[src/rtl/fetch_prefetch_queue_if.sv]
// Fetch queue port bundle: instruction-memory request/response side and the decode-facing side.
// Latency: none, wires only.
// Backpressure: StallD holds the head entry; imem_gnt holds the pending request.
interface fetch_prefetch_queue_if #(
  parameter int DEPTH = 4
);
  localparam int CW = $clog2(DEPTH) + 1;

  // instruction memory side
  logic          imem_req;
  logic [15:0]   imem_addr;
  logic          imem_gnt;
  logic          imem_rvalid;
  logic [15:0]   imem_rdata;

  // pipeline control side
  logic          StallD;
  logic          redirect;
  logic [15:0]   redirect_pc;

  // decode side
  logic          inst_valid;
  logic [15:0]   inst_out;
  logic [15:0]   inst_pc;
  logic [CW-1:0] fq_count;

  // the fetch queue itself
  modport master (
    output imem_req, imem_addr, inst_valid, inst_out, inst_pc, fq_count,
    input  imem_gnt, imem_rvalid, imem_rdata, StallD, redirect, redirect_pc
  );

  // memory plus pipeline environment around the fetch queue
  modport slave (
    input  imem_req, imem_addr, inst_valid, inst_out, inst_pc, fq_count,
    output imem_gnt, imem_rvalid, imem_rdata, StallD, redirect, redirect_pc
  );
endinterface

[src/rtl/fetch_prefetch_queue.sv]
// Instruction prefetch queue: in-order reads to variable-latency imem, words+PCs buffered for decode.
// Latency: gnt at T, rvalid at T+k -> inst_valid at T+k+1 (same cycle T+k into an empty queue with FQ_BYPASS_EN).
// Backpressure: StallD holds the head; requests stop once queued + in-flight words reach DEPTH.
module fetch_prefetch_queue #(
  parameter int          DEPTH    = 4,
  parameter logic [15:0] RESET_PC = 16'h0000,
  parameter logic [15:0] PC_STEP  = 16'd2
) (
  input  logic                   clk,
  input  logic                   rst,
  fetch_prefetch_queue_if.master fq
);

  localparam int          PW      = $clog2(DEPTH);
  localparam int          CW      = PW + 1;
  localparam int          CW1     = CW + 1;
  localparam logic [CW:0] DEPTH_W = CW1'(DEPTH);

  // architectural state
  logic [15:0]   fetch_pc_q, fetch_pc_d;
  logic [15:0]   resp_pc_q,  resp_pc_d;
  logic [CW-1:0] count_q,    count_d;
  logic [CW-1:0] outst_q,    outst_d;
  logic [CW-1:0] discard_q,  discard_d;
  logic [PW-1:0] wr_ptr_q,   wr_ptr_d;
  logic [PW-1:0] rd_ptr_q,   rd_ptr_d;

  // entry storage, written only on push, never reset
  logic [15:0]   inst_mem_q [DEPTH];
  logic [15:0]   pc_mem_q   [DEPTH];

  // handshake qualifiers
  logic [CW:0]   inflight;
  logic          req;
  logic          hs;
  logic          rsp;
  logic          drop;
  logic          accept;

  // queue control and decode-facing values
  logic          head_vld;
  logic          byp_vld;
  logic          byp_take;
  logic          push;
  logic          pop;
  logic          out_vld;
  logic [15:0]   out_inst;
  logic [15:0]   out_pc;

  // Request gating and classification of the returning word
  always_comb begin
    inflight = {1'b0, count_q} + {1'b0, outst_q};
    // queued plus in-flight words never exceed DEPTH, so a push can never find the queue full
    req      = !rst && !fq.redirect && (inflight < DEPTH_W);
    hs       = req && fq.imem_gnt;
    // an rvalid with nothing in flight is stray (e.g. from before a reset) and is ignored
    rsp      = fq.imem_rvalid && (outst_q != '0);
    drop     = rsp && (discard_q != '0);
    // the word arriving in a redirect cycle belongs to the old stream and is dropped
    accept   = rsp && (discard_q == '0) && !fq.redirect;
  end

  // Head selection, optional same-cycle bypass, push/pop decisions
  always_comb begin
    head_vld = !rst && (count_q != '0);
    byp_vld  = 1'b0;
    byp_take = 1'b0;
`ifdef FQ_BYPASS_EN
    // accept already excludes the redirect cycle, so bypass is inactive there too
    byp_vld  = !rst && (count_q == '0) && accept;
    byp_take = byp_vld && !fq.StallD;
`endif
    out_vld  = head_vld || byp_vld;
    out_inst = 16'h0000;
    out_pc   = 16'h0000;
    if (head_vld) begin
      out_inst = inst_mem_q[rd_ptr_q];
      out_pc   = pc_mem_q[rd_ptr_q];
    end else if (byp_vld) begin
      out_inst = fq.imem_rdata;
      out_pc   = resp_pc_q;
    end
    pop  = head_vld && !fq.StallD;
    // a bypassed word consumed by decode is never written into the queue
    push = accept && !byp_take;
  end

  // Next-state: fetch/response PCs, occupancy, in-flight and discard counters, pointers
  always_comb begin
    fetch_pc_d = fetch_pc_q;
    resp_pc_d  = resp_pc_q;
    count_d    = count_q;
    outst_d    = outst_q;
    discard_d  = discard_q;
    wr_ptr_d   = wr_ptr_q;
    rd_ptr_d   = rd_ptr_q;

    if (hs) begin
      fetch_pc_d = fetch_pc_q + PC_STEP;
    end
    // resp_pc tracks every accepted word, including one consumed through the bypass
    if (accept) begin
      resp_pc_d = resp_pc_q + PC_STEP;
    end

    case ({push, pop})
      2'b10:   count_d = count_q + CW'(1);
      2'b01:   count_d = count_q - CW'(1);
      default: count_d = count_q;
    endcase
    if (push) begin
      wr_ptr_d = wr_ptr_q + PW'(1);
    end
    if (pop) begin
      rd_ptr_d = rd_ptr_q + PW'(1);
    end

    case ({hs, rsp})
      2'b10:   outst_d = outst_q + CW'(1);
      2'b01:   outst_d = outst_q - CW'(1);
      default: outst_d = outst_q;
    endcase
    if (drop) begin
      discard_d = discard_q - CW'(1);
    end

    // Redirect flushes the queue; every read still in flight after this cycle
    // belongs to the old path, so discard simply equals the new outstanding count
    // (req is low here, so no gnt is counted; a response this cycle retires one).
    if (fq.redirect) begin
      fetch_pc_d = fq.redirect_pc;
      resp_pc_d  = fq.redirect_pc;
      count_d    = '0;
      wr_ptr_d   = '0;
      rd_ptr_d   = '0;
      discard_d  = outst_d;
    end
  end

  // State register with synchronous reset; drops every in-flight read
  always_ff @(posedge clk) begin
    if (rst) begin
      fetch_pc_q <= RESET_PC;
      resp_pc_q  <= RESET_PC;
      count_q    <= '0;
      outst_q    <= '0;
      discard_q  <= '0;
      wr_ptr_q   <= '0;
      rd_ptr_q   <= '0;
    end else begin
      fetch_pc_q <= fetch_pc_d;
      resp_pc_q  <= resp_pc_d;
      count_q    <= count_d;
      outst_q    <= outst_d;
      discard_q  <= discard_d;
      wr_ptr_q   <= wr_ptr_d;
      rd_ptr_q   <= rd_ptr_d;
    end
  end

  // Entry write on push: instruction word with the PC it was fetched from
  always_ff @(posedge clk) begin
    if (!rst && push) begin
      inst_mem_q[wr_ptr_q] <= fq.imem_rdata;
      pc_mem_q[wr_ptr_q]   <= resp_pc_q;
    end
  end

  assign fq.imem_req   = req;
  assign fq.imem_addr  = fetch_pc_q;
  assign fq.inst_valid = out_vld;
  assign fq.inst_out   = out_inst;
  assign fq.inst_pc    = out_pc;
  assign fq.fq_count   = rst ? '0 : count_q;

endmodule

[src/flat_wrapper.sv]
// flat-port wrapper written by rule: the top's interface ports become plain ports
module fetch_prefetch_queue_flat 
#(
  parameter int          DEPTH    = 4,
  parameter logic [15:0] RESET_PC = 16'h0000,
  parameter logic [15:0] PC_STEP  = 16'd2
)
  (clk, rst, fq_imem_req, fq_imem_addr, fq_inst_valid, fq_inst_out, fq_inst_pc, fq_fq_count, fq_imem_gnt, fq_imem_rvalid, fq_imem_rdata, fq_StallD, fq_redirect, fq_redirect_pc);
  fetch_prefetch_queue_if #(.DEPTH(DEPTH)) fq_i ();
  input  logic clk;
  input  logic rst;
  output wire logic [$bits(fq_i.imem_req)-1:0] fq_imem_req;
  output wire logic [$bits(fq_i.imem_addr)-1:0] fq_imem_addr;
  output wire logic [$bits(fq_i.inst_valid)-1:0] fq_inst_valid;
  output wire logic [$bits(fq_i.inst_out)-1:0] fq_inst_out;
  output wire logic [$bits(fq_i.inst_pc)-1:0] fq_inst_pc;
  output wire logic [$bits(fq_i.fq_count)-1:0] fq_fq_count;
  input wire logic [$bits(fq_i.imem_gnt)-1:0] fq_imem_gnt;
  input wire logic [$bits(fq_i.imem_rvalid)-1:0] fq_imem_rvalid;
  input wire logic [$bits(fq_i.imem_rdata)-1:0] fq_imem_rdata;
  input wire logic [$bits(fq_i.StallD)-1:0] fq_StallD;
  input wire logic [$bits(fq_i.redirect)-1:0] fq_redirect;
  input wire logic [$bits(fq_i.redirect_pc)-1:0] fq_redirect_pc;
  assign fq_imem_req = fq_i.imem_req;
  assign fq_imem_addr = fq_i.imem_addr;
  assign fq_inst_valid = fq_i.inst_valid;
  assign fq_inst_out = fq_i.inst_out;
  assign fq_inst_pc = fq_i.inst_pc;
  assign fq_fq_count = fq_i.fq_count;
  assign fq_i.imem_gnt = fq_imem_gnt;
  assign fq_i.imem_rvalid = fq_imem_rvalid;
  assign fq_i.imem_rdata = fq_imem_rdata;
  assign fq_i.StallD = fq_StallD;
  assign fq_i.redirect = fq_redirect;
  assign fq_i.redirect_pc = fq_redirect_pc;
  fetch_prefetch_queue #(.DEPTH(DEPTH), .RESET_PC(RESET_PC), .PC_STEP(PC_STEP)) u_core (.clk(clk), .rst(rst), .fq(fq_i));
endmodule
[config.mk]
export PLATFORM = sky130hd
export DESIGN_NAME = fetch_prefetch_queue_flat
export DESIGN_NICKNAME = d
export VERILOG_FILES = /design/src/rtl/fetch_prefetch_queue_if.sv /design/src/rtl/fetch_prefetch_queue.sv /design/src/flat_wrapper.sv
export SDC_FILE = /design/constraint.sdc
export NUM_CORES = 1
export LEC_CHECK = 0
export ABC_AREA = 1
export CORE_AREA = 3 3 172 157
export CTS_CLUSTER_DIAMETER = 40
export DETAILED_ROUTE_END_ITERATION = 16
export DIE_AREA = 0 0 175 160
export HOLD_SLACK_MARGIN = 0.05
export SKIP_LAST_GASP = 1
export SLEW_MARGIN = 5
export SYNTH_ARGS = -nofsm -noshare
export SYNTH_HDL_FRONTEND = slang
export SYNTH_SLANG_ARGS = --single-unit
[constraint.sdc]
create_clock -name clk -period 8 [get_ports clk]
set_input_delay 0.8 -clock clk [delete_from_list [all_inputs] [get_ports clk]]
set_output_delay 0.8 -clock clk [all_outputs]
set_load 0.02 [all_outputs]
==> metrics.md <==
| Metric | Value |
|---|---|
| Gr usage total | 13.9% |
| Worst Path Arrival | 3.60 ns |
| Layout Nets | 962 |
| Share of layout cells above drive strength 1 | 6.61% |
| Drt wl/cell | 15.1 um |
| Required @ worst endpoint | 7.20 ns |
| Yosys top cell area share | 49.0% |
| Final Wtd Congestion | 0.794 |
| Placed cell area | 0.00910 sq mm |
| FF-to-FF End | u_core.pc_mem_q[1][9]$_DFFE_PP_ |
| Period Utilization, post-route | 55.0% |
| Initial core utilization | 31.2% |
| Die width | 175 um |
| FF-to-FF Start | u_core.discard_q[0]$_SDFFE_PP0P_ |
| Final Hold Viols | 0 |
| PD cells | 219 mW/mm^2 |
| Worst Setup End Kind | output pin |
| CP max FO | 65 |
| Vias per inst | 4.65 |
| TritonCTS clock tree | built |
| Post-route ant nets | 0 |
| Die Ht | 160 um |
| Synthesized area per cell | 9.48 sq um |
| # IOs | 91 |
| Max Cap Viol | 0 |
| Minimum clock period | 4.40 ns |
| Placement row count | 55 |
| Setup_tns | 0 ns |
| Layout Skew | 0.0143 ns |
| R2R setup slack | 5.07 ns |
| Worst slew pin tran | 1.09 ns |
| First-pass GRT wire length | 30500 um |
| Slew headroom | 27.2% |
| Post-Syn Nets | 880 |
| Vias | 5887 |
| Reg area | 0.00479 sq mm |
| Power Total | 2.12 mW |
| CTS buffer count | 17 |
| Vias in the first global route | 5535 |
| Netlist cell types | 37 |
| HP Class | reg2reg |
| RSZ-0062 raised after global routing | false |
| Clock-pin slew on the worst setup and hold paths | 0.07 ns |
| Largest net degree at the start of global routing | 66 |
| Final instance area | 0.00970 sq mm |
| Post-cts sizing count | 0 |
| Area leader, netlist | edfxtp_1 |
| Router iterations before antenna repair | 4 |
| Die Footprint | 0.0280 sq mm |
| CTS sink cnt | 175 |
| Setup Fix Bufs, Post-CTS | 0 |
| Startpoint Class | flop |
| Top FF cell, synth | edfxtp_1 |
| WS Path Type | reg2out |
| Clk_lat worst skew | 0.43 ns |
| Seq cells post-synth | 175 |
| Multi-input combinational cell area | 0.00267 sq mm |
| CTS max path bufs | 2 |
| Post-synth EDFFs | 128 |
| DRC viols | 0 |
| Hold-fix buffers, CTS | 0 |
| Drt total wl | 19000 um |
| Fmax | 227 MHz |
| GRT overflow | 0 |
| Mapped Cells | 828 |
| Area contributors post-synth | edfxtp_1 (49%), dfxtp_1 (12%), nor2_1 (9.2%), o21ai_0 (5.7%), nand2_1 (5.0%) |
| Commonest non-fill, non-tap cell in the layout | nor2_1 |
| Endpoints failing setup | 0 |
| Yosys Warn Count | 0 |
| Max-slew violation count | 0 |
| R2R cell count | 8 |
| Post-detail-place hpwl | 12200 um |
| IO Port Bufs | 90 |
| CTS Root Cell | clkbuf_16 |
| H-tree depth | 4 |
| Layout area overhead | 23.6% |
| Initial drt markers | 463 |
| Max VDD drop | 0.000146 V |
| Async SR Flop Fraction | 0% |
| Register area share after synthesis | 61.0% |
| Core box area | 0.0252 sq mm |
| # diodes | 0 |
| FILL cells | 2467 |
| Worst setup path endpoint | fq_inst_pc[7] |
| Leak | 3.43 nW |
| Synth Cell Area | 0.00785 sq mm |
| Status | completed |
| Commonest cells after routing, fill and taps aside | nor2_1 (188), edfxtp_1 (128), nand2_1 (104), o21ai_0 (90), clkdlybuf4s50_1 (90) |
| Initial antenna violation count | 0 |
-- registers in the layout, summed over array words and instances (netlist names), named ones only --
register,count
u_core.inst_mem_q,64
u_core.pc_mem_q,64
u_core.fq.imem_addr,16
u_core.resp_pc_q,16
u_core.count_q,3
u_core.discard_q,3
u_core.outst_q,3
u_core.rd_ptr_q,2
u_core.wr_ptr_q,2
-- cell families after synthesis --
group                    Yosys count  share of synthesized area, %
AND/OR/NAND/NOR                  367                          19.6
flip-flops                       175                          61.0
AO/OA/AOI/OAI                    162                          10.8
buffers and inverters            102                          5.33
adder cells (fa/ha/maj)           14                          2.42
XOR/XNOR                           8                         0.893
-- how the worst min path moves through the flow --
| stage | cells past startpoint | end | startpoint |
|---|---|---|---|
| 6_report | 2 | flop | u_core.rd_ptr_q[1]$_SDFFE_PP0P_ |
| 5_1_grt | 2 | flop | u_core.rd_ptr_q[1]$_SDFFE_PP0P_ |
| 4_1_cts | 2 | flop | u_core.rd_ptr_q[1]$_SDFFE_PP0P_ |
| 3_5_place_dp | 2 | flop | u_core.rd_ptr_q[1]$_SDFFE_PP0P_ |
| 3_3_place_gp | 2 | u_core.rd_ptr_q[1]$_SDFFE_PP0P_ | u_core.rd_ptr_q[1]$_SDFFE_PP0P_ |
| 2_1_floorplan | 2 | flop | u_core.rd_ptr_q[1]$_SDFFE_PP0P_ |
-- cell usage after synthesis (3+ instances only) --
cell and count:
nor2_1 192, edfxtp_1 128, nand2_1 104, o21ai_0 90, inv_1 65, a21oi_1 58, nand3_1 48, dfxtp_1 47
clkbuf_1 18, ha_1 12, nand4_1 9, buf_2 7, xor2_1 6, a21oi_2 4, buf_1 4, buf_4 3
o21ai_1 3
-- critical path: stages (launching register included) --
cell             delay (ns)
dfxtp_2                0.31
buf_4                  0.56
clkinv_1               0.61
buf_4                  0.46
o21ai_0                0.47
a21oi_1                0.13
clkdlybuf4s50_1        0.57
-- stage by stage --
stage               util (%)  std cells  hold WS (ns)  setup WS, ns
finish                  38.5       1265         0.464          3.60
CTS                     38.5       1265         0.470          3.60
floorplan                  -        828         0.436          4.88
global route            38.5       1265         0.502          3.34
detailed placement      36.1       1233         0.460          4.07
global placement        36.1       1233         0.454          4.09
-- layout make-up --
type	count	share of cell area (%)
clock inverters	15	1.81
clock buffers	17	4.39
flip-flops and latches	175	49.4
well taps	342	4.41
multi-input cells	551	27.6
repair buffers	97	9.83
inverters	68	2.63
-- layer usage --
| layer | vias to the layer above | track usage, % | share of wire [%] |
|---|---|---|---|
| met5 | - | 0 | 0 |
| li1 | 2959 | - | - |
| met4 | 0 | 2.83 | 0.55 |
| met1 | 2732 | 20.1 | 49 |
| met2 | 189 | 20.9 | 44 |
| met3 | 7 | 3.78 | 6.6 |
-- where the power goes --
part           internal, mW  switching (mW)
logic                0.0861           0.144
clock network         0.451           0.394
registers              1.01          0.0333
Note: power is estimated with default switching activity, not from simulation.
